`src/rtl/cpu_types_pkg.sv`:
```
// rtl/cpu_types_pkg.sv - shared CPU types: word/register aliases, opcodes, functs, memory-stage states
package cpu_types_pkg;

   localparam int WORD_WIDTH = 32;
   localparam int REG_WIDTH  = 5;

   typedef logic [WORD_WIDTH-1:0] word_t;
   typedef logic [REG_WIDTH-1:0]  regbits_t;

   typedef enum logic [5:0] {
      RTYPE = 6'h00,
      J     = 6'h02,
      JAL   = 6'h03,
      ADDIU = 6'h09,
      LW    = 6'h23,
      SW    = 6'h2B,
      LL    = 6'h30,
      SC    = 6'h38,
      HALT  = 6'h3F
   } opcode_t;

   typedef enum logic [5:0] {
      SLL  = 6'h00,
      JR   = 6'h08,
      ADDU = 6'h21,
      SUBU = 6'h23
   } funct_t;

   // Memory-stage access tracking: IDLE (nothing outstanding), REQ (waiting
   // for dhit), DONE (hit taken, upstream still stalled).
   typedef enum logic [1:0] {
      IDLE = 2'd0,
      REQ  = 2'd1,
      DONE = 2'd2
   } memstate_t;

endpackage

```
`src/rtl/ll_sc_link.sv`:
```
// rtl/ll_sc_link.sv - LL/SC link register with address match and snoop invalidation
//
// Ports:
//   CLK, nRST    clock, synchronous active-low reset
//   addr         address of the instruction in the memory stage
//   is_sc        instruction in the memory stage is an SC
//   ll_hit       LL read request hit this cycle (sets the link)
//   sc_retire    SC leaves the memory stage this cycle (clears the link)
//   ccinv        coherence invalidate, ccsnoopaddr = invalidated address
//   sc_fail      SC would fail: no valid link to addr, or link being invalidated now
module ll_sc_link #(
   parameter int WORD_W = 32
) (
   input  logic              CLK,
   input  logic              nRST,
   input  logic [WORD_W-1:0] addr,
   input  logic              is_sc,
   input  logic              ll_hit,
   input  logic              sc_retire,
   input  logic              ccinv,
   input  logic [WORD_W-1:0] ccsnoopaddr,
   output logic              sc_fail
);

   logic              link_valid;
   logic [WORD_W-1:0] link_addr;
   logic              snoop_kill;

   // An invalidate arriving in the same cycle as the SC already breaks the link.
   assign snoop_kill = ccinv & (ccsnoopaddr == link_addr);
   assign sc_fail    = is_sc & ~(link_valid & (link_addr == addr) & ~snoop_kill);

   always_ff @(posedge CLK) begin
      if (!nRST) begin
         link_valid <= 1'b0;
         link_addr  <= '0;
      end else if (snoop_kill) begin
         link_valid <= 1'b0;
      end else if (sc_retire) begin
         link_valid <= 1'b0;
      end else if (ll_hit) begin
         link_valid <= 1'b1;
         link_addr  <= addr;
      end
   end

endmodule

```
`src/rtl/mem_wb_stage.sv`:
```
// rtl/mem_wb_stage.sv - memory stage and MEM/WB register with dcache handshake and LL/SC
//
// Ports:
//   CLK, nRST                 clock, synchronous active-low reset
//   advance, flush            hazard unit controls
//   *_in                      EX/M latch fields
//   dhit, dmemload            dcache completion and read data
//   ccinv, ccsnoopaddr        coherence invalidate
//   dmemREN/WEN/addr/store    dcache request (combinational)
//   mem_stall                 request outstanding without a hit
//   wdat_out..funct_out       registered WB-bound fields
module mem_wb_stage
   import cpu_types_pkg::*;
#(
   parameter int WORD_W = 32,
   parameter int REG_W  = 5
) (
   input  logic              CLK,
   input  logic              nRST,
   input  logic              advance,
   input  logic              flush,
   input  logic              dREN_in,
   input  logic              dWEN_in,
   input  logic [WORD_W-1:0] portO_in,
   input  logic [WORD_W-1:0] dmemStore_in,
   input  logic              MemtoReg_in,
   input  logic [1:0]        wdatasrc_in,
   input  logic [REG_W-1:0]  WSel_in,
   input  logic              WEN_in,
   input  logic [WORD_W-1:0] pcp4_in,
   input  logic              HALT_in,
   input  opcode_t           opcode_in,
   input  funct_t            funct_in,
   input  logic              dhit,
   input  logic [WORD_W-1:0] dmemload,
   input  logic              ccinv,
   input  logic [WORD_W-1:0] ccsnoopaddr,
   output logic              dmemREN,
   output logic              dmemWEN,
   output logic [WORD_W-1:0] dmemaddr,
   output logic [WORD_W-1:0] dmemstore,
   output logic              mem_stall,
   output logic [WORD_W-1:0] wdat_out,
   output logic [REG_W-1:0]  WSel_out,
   output logic              WEN_out,
   output logic              HALT_out,
   output opcode_t           opcode_out,
   output funct_t            funct_out
);

   memstate_t         state, next_state;
   logic              sc_fail, halted, memop, req_active, adv, is_sc;
   logic [WORD_W-1:0] load_buf, load_data, wdat;

   assign is_sc = (opcode_in == SC);

   ll_sc_link #(.WORD_W(WORD_W)) u_link (
      .CLK         (CLK),
      .nRST        (nRST),
      .addr        (portO_in),
      .is_sc       (is_sc),
      .ll_hit      ((opcode_in == LL) & dmemREN & dhit),
      .sc_retire   (is_sc & adv),
      .ccinv       (ccinv),
      .ccsnoopaddr (ccsnoopaddr),
      .sc_fail     (sc_fail)
   );

   // A failed SC and anything after a halt never reach the dcache.
   assign memop = (dREN_in | dWEN_in) & ~halted & ~sc_fail;

   // REQ keeps the request up without re-checking memop; DONE drops it so a
   // completed access is not repeated while upstream is stalled.
   assign req_active = ((state == IDLE) & memop) | (state == REQ);
   assign dmemREN    = dREN_in & req_active;
   assign dmemWEN    = dWEN_in & req_active;
   assign dmemaddr   = portO_in;
   assign dmemstore  = dmemStore_in;
   assign mem_stall  = (dmemREN | dmemWEN) & ~dhit;
   assign adv        = advance & ~mem_stall;

   always_ff @(posedge CLK) begin
      if (!nRST) state <= IDLE;
      else       state <= next_state;
   end

   always_comb begin
      next_state = state;
      case (state)
         IDLE: begin
            if (memop & ~dhit)      next_state = REQ;
            else if (memop & ~adv)  next_state = DONE;
         end
         REQ: begin
            if (dhit) next_state = adv ? IDLE : DONE;
         end
         DONE: begin
            if (adv) next_state = IDLE;
         end
         default: next_state = IDLE;
      endcase
   end

   // Hit data is only valid in the hit cycle; keep it for a stalled retire.
   always_ff @(posedge CLK) begin
      if (!nRST)     load_buf <= '0;
      else if (dhit) load_buf <= dmemload;
   end

   assign load_data = (state == DONE) ? load_buf : dmemload;

   always_comb begin
      wdat = portO_in;
      if (is_sc)                     wdat = {{(WORD_W-1){1'b0}}, ~sc_fail};
      else if (MemtoReg_in)          wdat = load_data;
      else if (wdatasrc_in == 2'b01) wdat = pcp4_in;
   end

   always_ff @(posedge CLK) begin
      if (!nRST || flush) begin
         wdat_out   <= '0;
         WSel_out   <= '0;
         WEN_out    <= 1'b0;
         HALT_out   <= 1'b0;
         opcode_out <= RTYPE;
         funct_out  <= SLL;
      end else if (adv) begin
         wdat_out   <= wdat;
         WSel_out   <= WSel_in;
         WEN_out    <= WEN_in;
         HALT_out   <= HALT_in | halted;
         opcode_out <= opcode_in;
         funct_out  <= funct_in;
      end
   end

   // Survives flush: once a halt has been accepted the core stays quiet.
   always_ff @(posedge CLK) begin
      if (!nRST)                          halted <= 1'b0;
      else if (adv & ~flush & HALT_in)    halted <= 1'b1;
   end

endmodule
```
`config.mk`:
```
export PLATFORM = sky130hd
export DESIGN_NAME = mem_wb_stage
export DESIGN_NICKNAME = d
export VERILOG_FILES = /design/src/rtl/cpu_types_pkg.sv /design/src/rtl/ll_sc_link.sv /design/src/rtl/mem_wb_stage.sv
export SDC_FILE = /design/constraint.sdc
export NUM_CORES = 1
export LEC_CHECK = 0
export CAP_MARGIN = 20
export CORE_ASPECT_RATIO = 0.75
export CORE_MARGIN = 2
export CORE_UTILIZATION = 45
export CTS_CLUSTER_SIZE = 14
export DETAILED_ROUTE_END_ITERATION = 6
export GPL_ROUTABILITY_DRIVEN = 0
export GPL_TIMING_DRIVEN = 0
export PLACE_DENSITY = 0.91
export SYNTH_ARGS = -nofsm -noshare
export SYNTH_HDL_FRONTEND = slang
export SYNTH_SLANG_ARGS = --single-unit
```
`constraint.sdc`:
```
create_clock -name CLK -period 3.9 [get_ports CLK]
set_clock_uncertainty 0.05 [all_clocks]
set_input_delay 0.585 -clock CLK [delete_from_list [all_inputs] [get_ports CLK]]
set_output_delay 0.585 -clock CLK [all_outputs]
set_load 0.1 [all_outputs]
```
Yosys cells after proc, flatten, opt, wreduce, memory -nomap -nowiden
Cells that the tools add are included.

Mux-type cells: 10. Equal/unequal tests: 10. Bitwise operators: 32. Reduce and logical (&&, ||, !) cells: 6.

Operator list (number): 32-bit 2-to-1 mux (4); 32-bit equality test (2); 1-bit bitwise AND (18); 6-bit equality test (second input constant) (2); 2-bit 2-to-1 mux (5); 1-bit NOT (10); 2-bit case mux with 3 select lines (1); 3-bit AND reduction (2); 2-bit by 1-bit equality test with 1-bit output (second input constant) (2); 2-bit != test (second input constant) (2); 1-bit OR (4); 3-bit by 1-bit != test with 1-bit output (second input constant) (1); 3-bit OR reduction (1); 2-bit equality test (second input constant) (1); 2-bit zero test (1); 1-bit zero test (1); 1-bit logical OR (1).

Input bits: 190. Register bits after elaboration: 119. Output and inout port bits: 118.

Longest topological paths before layout
Gate-level depths: netlist of run 1.

Depth after elaboration: 20. Depth in mapped cells: 10. Gate-level depth less buffers: 7.

By module
From an unflattened synthesis of run 1, not the netlist that was laid out.

Cell total of the unflattened synthesis: 905. Area, all modules: 7522.2 um^2.

By module, submodules not included: mem_wb_stage (area an instance 4937.2 um^2, sequential area each 1721.7 um^2, instances 1, cells each 557); ll_sc_link (area an instance 2585.0 um^2, sequential area each 660.6 um^2, instances 1, cells each 348).

Worst setup path after synthesis of run 1
No wires, ideal clock.

Path kind: input -> output. Start point: input port portO_in[25]. End point: output port dmemREN. Stages on the path: 7. Arrival: 3152 ps. Slack: 113 ps. Required time: 3265 ps. Path buffers: 0. Cells stage by stage: xor2_1 > nor4_1 > nand4_1 > nor4_4 > and3_4 > nor2_1 > nor2b_1.

Longest elaborated chain between the ends: 10.

RTL lines: from (decl) (RTL line mem_wb_stage.sv:24) `input logic [WORD_W-1:0] portO_in,`; 32-bit equality test (RTL line ll_sc_link.sv:31) `assign sc_fail = is_sc & ~(link_valid & (link_addr == addr) & ~snoop_kill);`; 1-bit bitwise AND (2 in a row) (RTL line ll_sc_link.sv:31); 1-bit NOT (RTL line ll_sc_link.sv:31); 1-bit bitwise AND (RTL line ll_sc_link.sv:31); 1-bit NOT (RTL line mem_wb_stage.sv:70) `assign memop = (dREN_in | dWEN_in) & ~halted & ~sc_fail;`; 1-bit bitwise AND (RTL line mem_wb_stage.sv:70); 1-bit bitwise AND (RTL line mem_wb_stage.sv:74) `assign req_active = ((state == IDLE) & memop) | (state == REQ);`; 1-bit OR (RTL line mem_wb_stage.sv:74); 1-bit bitwise AND (RTL line mem_wb_stage.sv:75) `assign dmemREN = dREN_in & req_active;`; to (decl) (RTL line mem_wb_stage.sv:38) `output logic dmemREN,`.

No other way between the ends.

Worst setup path after layout of run 1
Start point: input port portO_in[8]. End point: output port dmemWEN.

Longest elaborated chain between the ends: 10.

RTL lines: 32-bit equality test (RTL line ll_sc_link.sv:31); 1-bit bitwise AND (2 in a row) (RTL line ll_sc_link.sv:31); 1-bit NOT (RTL line ll_sc_link.sv:31); 1-bit bitwise AND (RTL line ll_sc_link.sv:31); 1-bit NOT (RTL line mem_wb_stage.sv:70); 1-bit bitwise AND (RTL line mem_wb_stage.sv:70); 1-bit bitwise AND (RTL line mem_wb_stage.sv:74); 1-bit OR (RTL line mem_wb_stage.sv:74); 1-bit bitwise AND (RTL line mem_wb_stage.sv:76) `assign dmemWEN = dWEN_in & req_active;`; to (decl) (RTL line mem_wb_stage.sv:39) `output logic dmemWEN,`.

No other way between the ends.

==> impl_results.md, run 1 <==
* Status: complete, no violations
* Final period util at 99.4%
* Most common cell after layout, fill and taps aside: clkdlybuf4s50_1
* Synthesized area per cell at 8.51 um^2
* Chip Width at 147 um
* Leakage at 4.24 nW
* HP Start: wdat_out[4]
* Min setup slack post-route at 0.0247 ns
* Via density at 5.29
* Die height at 111 um
* 1st-iter DRT viols at 438
* Worst reg-to-reg path cell count at 8
* Final min period at 3.88 ns
* Final Max Tran Viols at 0
* Fin Setup TNS at 0 ns
* Root buf cell: clkbuf_16
* Reg2Reg Launch Point: u_link.link_addr[15]
* DRC Markers at 0
* Vias post-DR at 6,971
* Max_slew headroom at 30.7%
* Yosys reg bits at 119
* Sink Count at 119
* Initial Util at 45.6%
* WP data required at 3.26 ns
* Std cell rows at 39
* RSZ-0062 raised after global routing: false
* Dpl ws at -0.770 ns
* First-pass GRT wire length at 37.6 mm
* Final ANT Viol Nets at 0
* Vias in the first global route at 6,801
* Arr. time, crit path at 3.24 ns
* Clock slew at reported path FFs at 0.06 ns
* Fmax achieved at 258 MHz
* Final setup violation count at 0
* GRT Overall Usage at 29.7%
* Worst-Margin Slew at 1.04 ns
* Layout cells sized above 1 at 10.2%
* Post-synth ARST share at 0%
* Layout net count at 1,291
* Setup crit start kind: primary input
* WS Path Type: primary input to output pin
* Post-synth top flop: dfxtp_1
* # Post-CTS Setup Buffers at 0
* Area delta synth->final at 53.0%
* Worst hold endpoint: wdat_out[4]
* Most frequent cells in the layout: 269 x clkdlybuf4s50_1, 133 x nand2_1, 127 x mux2i_1, 119 x dfxtp_1, 68 x buf_4
* Final hold violation count at 0
* Initial antenna violation count at 0
* Synthesized area at 6880 um^2
* Pwr/cell area at 393 nW/um^2
* Clock Path Buffers at 2
* I/O pin cnt at 308
* CTS buffer count at 17
* Htree depth at 4
* Worst hold stages at 2
* Synth cell types at 39
* Worst Hold Class: flip-flop to flip-flop
* Hold_buf cts at 0
* Worst IR Drop VDD at 0.000281 V
* Crit Path Max Fanout at 5
* First drt pass iteration count at 7
* Cells after synthesis at 809
* Yosys warns at 0
* Largest net degree at the start of global routing at 17
* Post-synthesis sequential area ratio at 34.6%
* Reg2reg end: wdat_out[17]
* CTS tree: yes
* CP endpoint kind: output pin
* Overflow after GRT at 0
* Clock latency on the worst-skew pair at 0.41 ns
* Syn nets at 999
* Avg WL per Cell at 18.9 um
* Post-synth EDFFs at 0
* Post_cts resized at 17
* Die area at 16,300 um^2
* Ant diodes at 0
* Reg2Reg Setup Slack at 1.09 ns
* WL final at 24.9 mm
* Max-cap viol count at 0
* Hpwl dp at 19.0 mm
* I/O Buffers at 273
* Core area at 15,100 um^2
-- worst max path at each step --
stage                            start      end  cells past startpoint
after floorplan           portO_in[25]  dmemREN                      7
after global placement     portO_in[8]  dmemWEN                      9
after detailed placement   portO_in[8]  dmemWEN                      9
after CTS                  portO_in[3]  dmemREN                      9
after global routing      portO_in[17]  dmemREN                      9
final                      portO_in[8]  dmemWEN                      9
-- cell usage after synthesis, types with 22 or more instances --
library cell,number,share of area (%)
xnor2_1,36,4.6
a21oi_1,51,3.7
nand2_1,133,7.3
mux2i_1,127,18
nand3_1,22,1.6
nor2b_1,35,3.2
dfxtp_1,119,35
a211oi_1,34,3.7
clkbuf_1,40,2.2
xor2_1,27,3.4
nor2_1,39,2.1
buf_4,67,7.3
-- area by class of cell --
| type | count | area (um^2) |
|---|---|---|
| plain buffers | 119 | 757 |
| clock buffers | 21 | 480 |
| clock inverters | 11 | 170 |
| fillers | 1174 | 4550 |
| inverters | 4 | 15.0 |
| multi-input cells | 567 | 3730 |
| flip-flops and latches | 119 | 2380 |
| well taps | 205 | 256 |
| repair buffers | 273 | 2730 |
-- stage by stage --
step / total power [mW] / util [%] / std cells / hold WS (ns) / area [um^2]
2_1_floorplan: 2.04 / - / 809 / 0.390 / 6880
3_3_place_gp: 2.41 / 65.5 / 1287 / 0.392 / 9870
3_5_place_dp: 2.43 / 65.5 / 1287 / 0.397 / 9870
4_1_cts: 4.12 / 69.7 / 1319 / 0.409 / 10500
5_1_grt: 4.24 / 69.8 / 1319 / 0.425 / 10500
6_report: 4.13 / 69.8 / 1319 / 0.405 / 10500
-- registers in the layout (all words and copies together), names as in the netlist --
| register | cells |
|---|---|
| state | 2 |
| u_link.link_valid | 1 |
| load_buf | 32 |
| WSel_out | 5 |
| u_link.link_addr | 32 |
| WEN_out | 1 |
| funct_out | 6 |
| HALT_out | 1 |
| wdat_out | 32 |
| opcode_out | 6 |
| halted | 1 |
-- critical path: stages --
cell and delay [ns]:
clkdlybuf4s50_1 0.57, xor2_1 0.22, nor4_1 0.42, nand4_1 0.22
nor4_4 0.43, and3_4 0.26, nor2_1 0.08, nor2b_1 0.14
buf_4 0.30
-- report_power, final --
group | internal, mW | switching [mW] | leakage [nW]
combinational | 0.401 | 0.729 | 2.96
sequential | 1.26 | 0.0237 | 0.969
clock | 1.14 | 0.584 | 0.311
total | 2.80 | 1.34 | 4.24
-- metal layers --
layer  up-vias  track usage [%]  part of all wire [%]  wire, um
met1      3324             39.5                    44     10900
li1       3283                -                     -         -
met5         -                0                     0         0
met4         0             6.54                   1.4       340
met3        35             6.13                   7.4      1830
met2       329             49.7                    47     11800
-- cells by family (layout without fill, tap and decap cells) --
family,Yosys count,in the layout,synth area share [%]
muxes,127,127,18.5
AOI/OAI and AO/OA,119,119,10.6
and+or+nand+nor,258,258,17.1
DFF,119,119,34.6
xor gates and xnor gates,63,63,8.02
buffers and inverters,123,428,11.2
(Power assumes the default switching activity.)
==> inputs of run 2 (changes only) <==
Settings changed: MAX_ROUTING_LAYER set to met4, SKIP_CTS_REPAIR_TIMING set to 1.
==> impl_results.md, run 2 (synthesized netlist as in run 1, its figures left out) <==
* Status: complete, no violations
* Most common cell after layout, fill and taps aside: clkdlybuf4s50_1
* Met3 routed WL at 1.86 mm
* Die height at 111 um
* RSZ-0062 raised after global routing: false
* Reg2Reg Setup Slack at 1.08 ns
* Setup crit start kind: primary input
* Final period util at 98.2%
* Final Power at 4.13 mW
* WL final at 24.9 mm
* CP endpoint kind: output pin
* Final hold violation count at 0
* Pwr/cell area at 392 nW/um^2
* Biggest regs: load_buf x32, u_link.link_addr x32, wdat_out x32
* Worst Hold Class: flip-flop to flip-flop
* Die area at 16,300 um^2
* Clock latency on the worst-skew pair at 0.41 ns
* First drt pass iteration count at 5
* Overflow after GRT at 0
* Root buf cell: clkbuf_16
* Post-placement cell area at 9870 um^2
* Post-layout utilization of the core at 69.8%
* 1st-iter DRT viols at 466
* Layout net count at 1,291
* Routed metal-1 wirelength at 10.9 mm
* Initial antenna violation count at 0
* Largest net degree at the start of global routing at 17
* Layout cells sized above 1 at 10.2%
* Htree depth at 4
* Final ANT Viol Nets at 0
* Clock Path Buffers at 2
* I/O Buffers at 273
* I/O pin cnt at 308
* Most frequent cells in the layout: 269 x clkdlybuf4s50_1, 133 x nand2_1, 127 x mux2i_1, 119 x dfxtp_1, 68 x buf_4
* Std cell rows at 39
* CTS buffer count at 17
* WP data required at 3.26 ns
* Ant diodes at 0
* Vias in the first global route at 6,807
* Arr. time, crit path at 3.19 ns
* Final Max Tran Viols at 0
* Hpwl dp at 19.0 mm
* Core area at 15,100 um^2
* Vias post-DR at 7,013
* GRT Overall Usage at 30.5%
* Final non-filler cell total at 1,319
* Critical path's slowest cell: clkdlybuf4s50_1
* Max-cap viol count at 0
* Clock slew at reported path FFs at 0.06 ns
* Chip Width at 147 um
* Worst-Margin Slew at 1.04 ns
* DRC Markers at 0
* CTS tree: yes
* Avg WL per Cell at 18.9 um
* Sink Count at 119
* Top Layer Used: met4
* Max_slew headroom at 30.7%
* Leakage at 4.24 nW
* Final setup violation count at 0
* Worst IR Drop VDD at 0.000283 V
* Finished Cell Area at 10,500 um^2
* Metal2 WL at 11.9 mm
* WS Path Type: primary input to output pin
* Final min period at 3.83 ns
* Crit Path Max Fanout at 5
* First-pass GRT wire length at 37.6 mm
* Initial Util at 45.6%
* Via density at 5.32
* Area delta synth->final at 53.0%
* CP Cell Sequence: clkdlybuf4s50_1 -> xor2_1 -> nor4_1 -> nand4_1 -> nor4_4 -> and3_4 -> nor2_1 -> nor2b_1 -> buf_4
* Fmax achieved at 261 MHz
* Placed cells at 1,287
* Worst path max stage delay at 0.58 ns
run 2: cell counts in the layout (fill, tap and decap cells not counted):
Identical to the previous run, type by type.
run 2: report_power, final:
part	internal, mW	switching, mW
logic	0.401	0.730
registers	1.26	0.0237
clock network	1.14	0.581
run 2: through the flow:
stage	hold slack [ns]	setup slack, ns	TNS (ns)
after floorplan	0.390	0.113	0
after detailed placement	0.397	-0.770	-2.17
after CTS	0.409	-0.781	-2.20
final	0.404	0.0709	0
after global routing	0.425	0.0281	0
after global placement	0.392	-0.777	-2.21
run 2: area by class of cell:
class / count / area, um^2
Inverter: 4 / 15.0
Clock buffer: 21 / 480
Fill cell: 1174 / 4550
Clock inverter: 11 / 170
Multi-Input combinational cell: 567 / 3730
Sequential cell: 119 / 2380
Timing Repair Buffer: 273 / 2730
Tap cell: 205 / 256
Buffer: 119 / 757
run 2: path summary, 6_finish.rpt:
kind,from,to,depth (start not counted)
worst min-delay path,wdat_out[4],wdat_out[4],2
worst max-delay path,portO_in[8],dmemWEN,9
worst min register to register,wdat_out[4],wdat_out[4],2
worst max register to register,u_link.link_addr[15],wdat_out[17],8
run 2: worst max-delay path: cells and delay by family:
kind / cells / cell delay (ns)
xor+xnor: 1 / 0.22
buf+inv: 2 / 0.88
simple gates: 6 / 1.49
run 2: per-layer routing:
metal / vias to the layer above / GRT usage, %
li1: 3286 / -
met1: 3368 / 40.0
met2: 335 / 49.5
met3: 24 / 5.39
met4: 0 / 6.80
met5: - / -
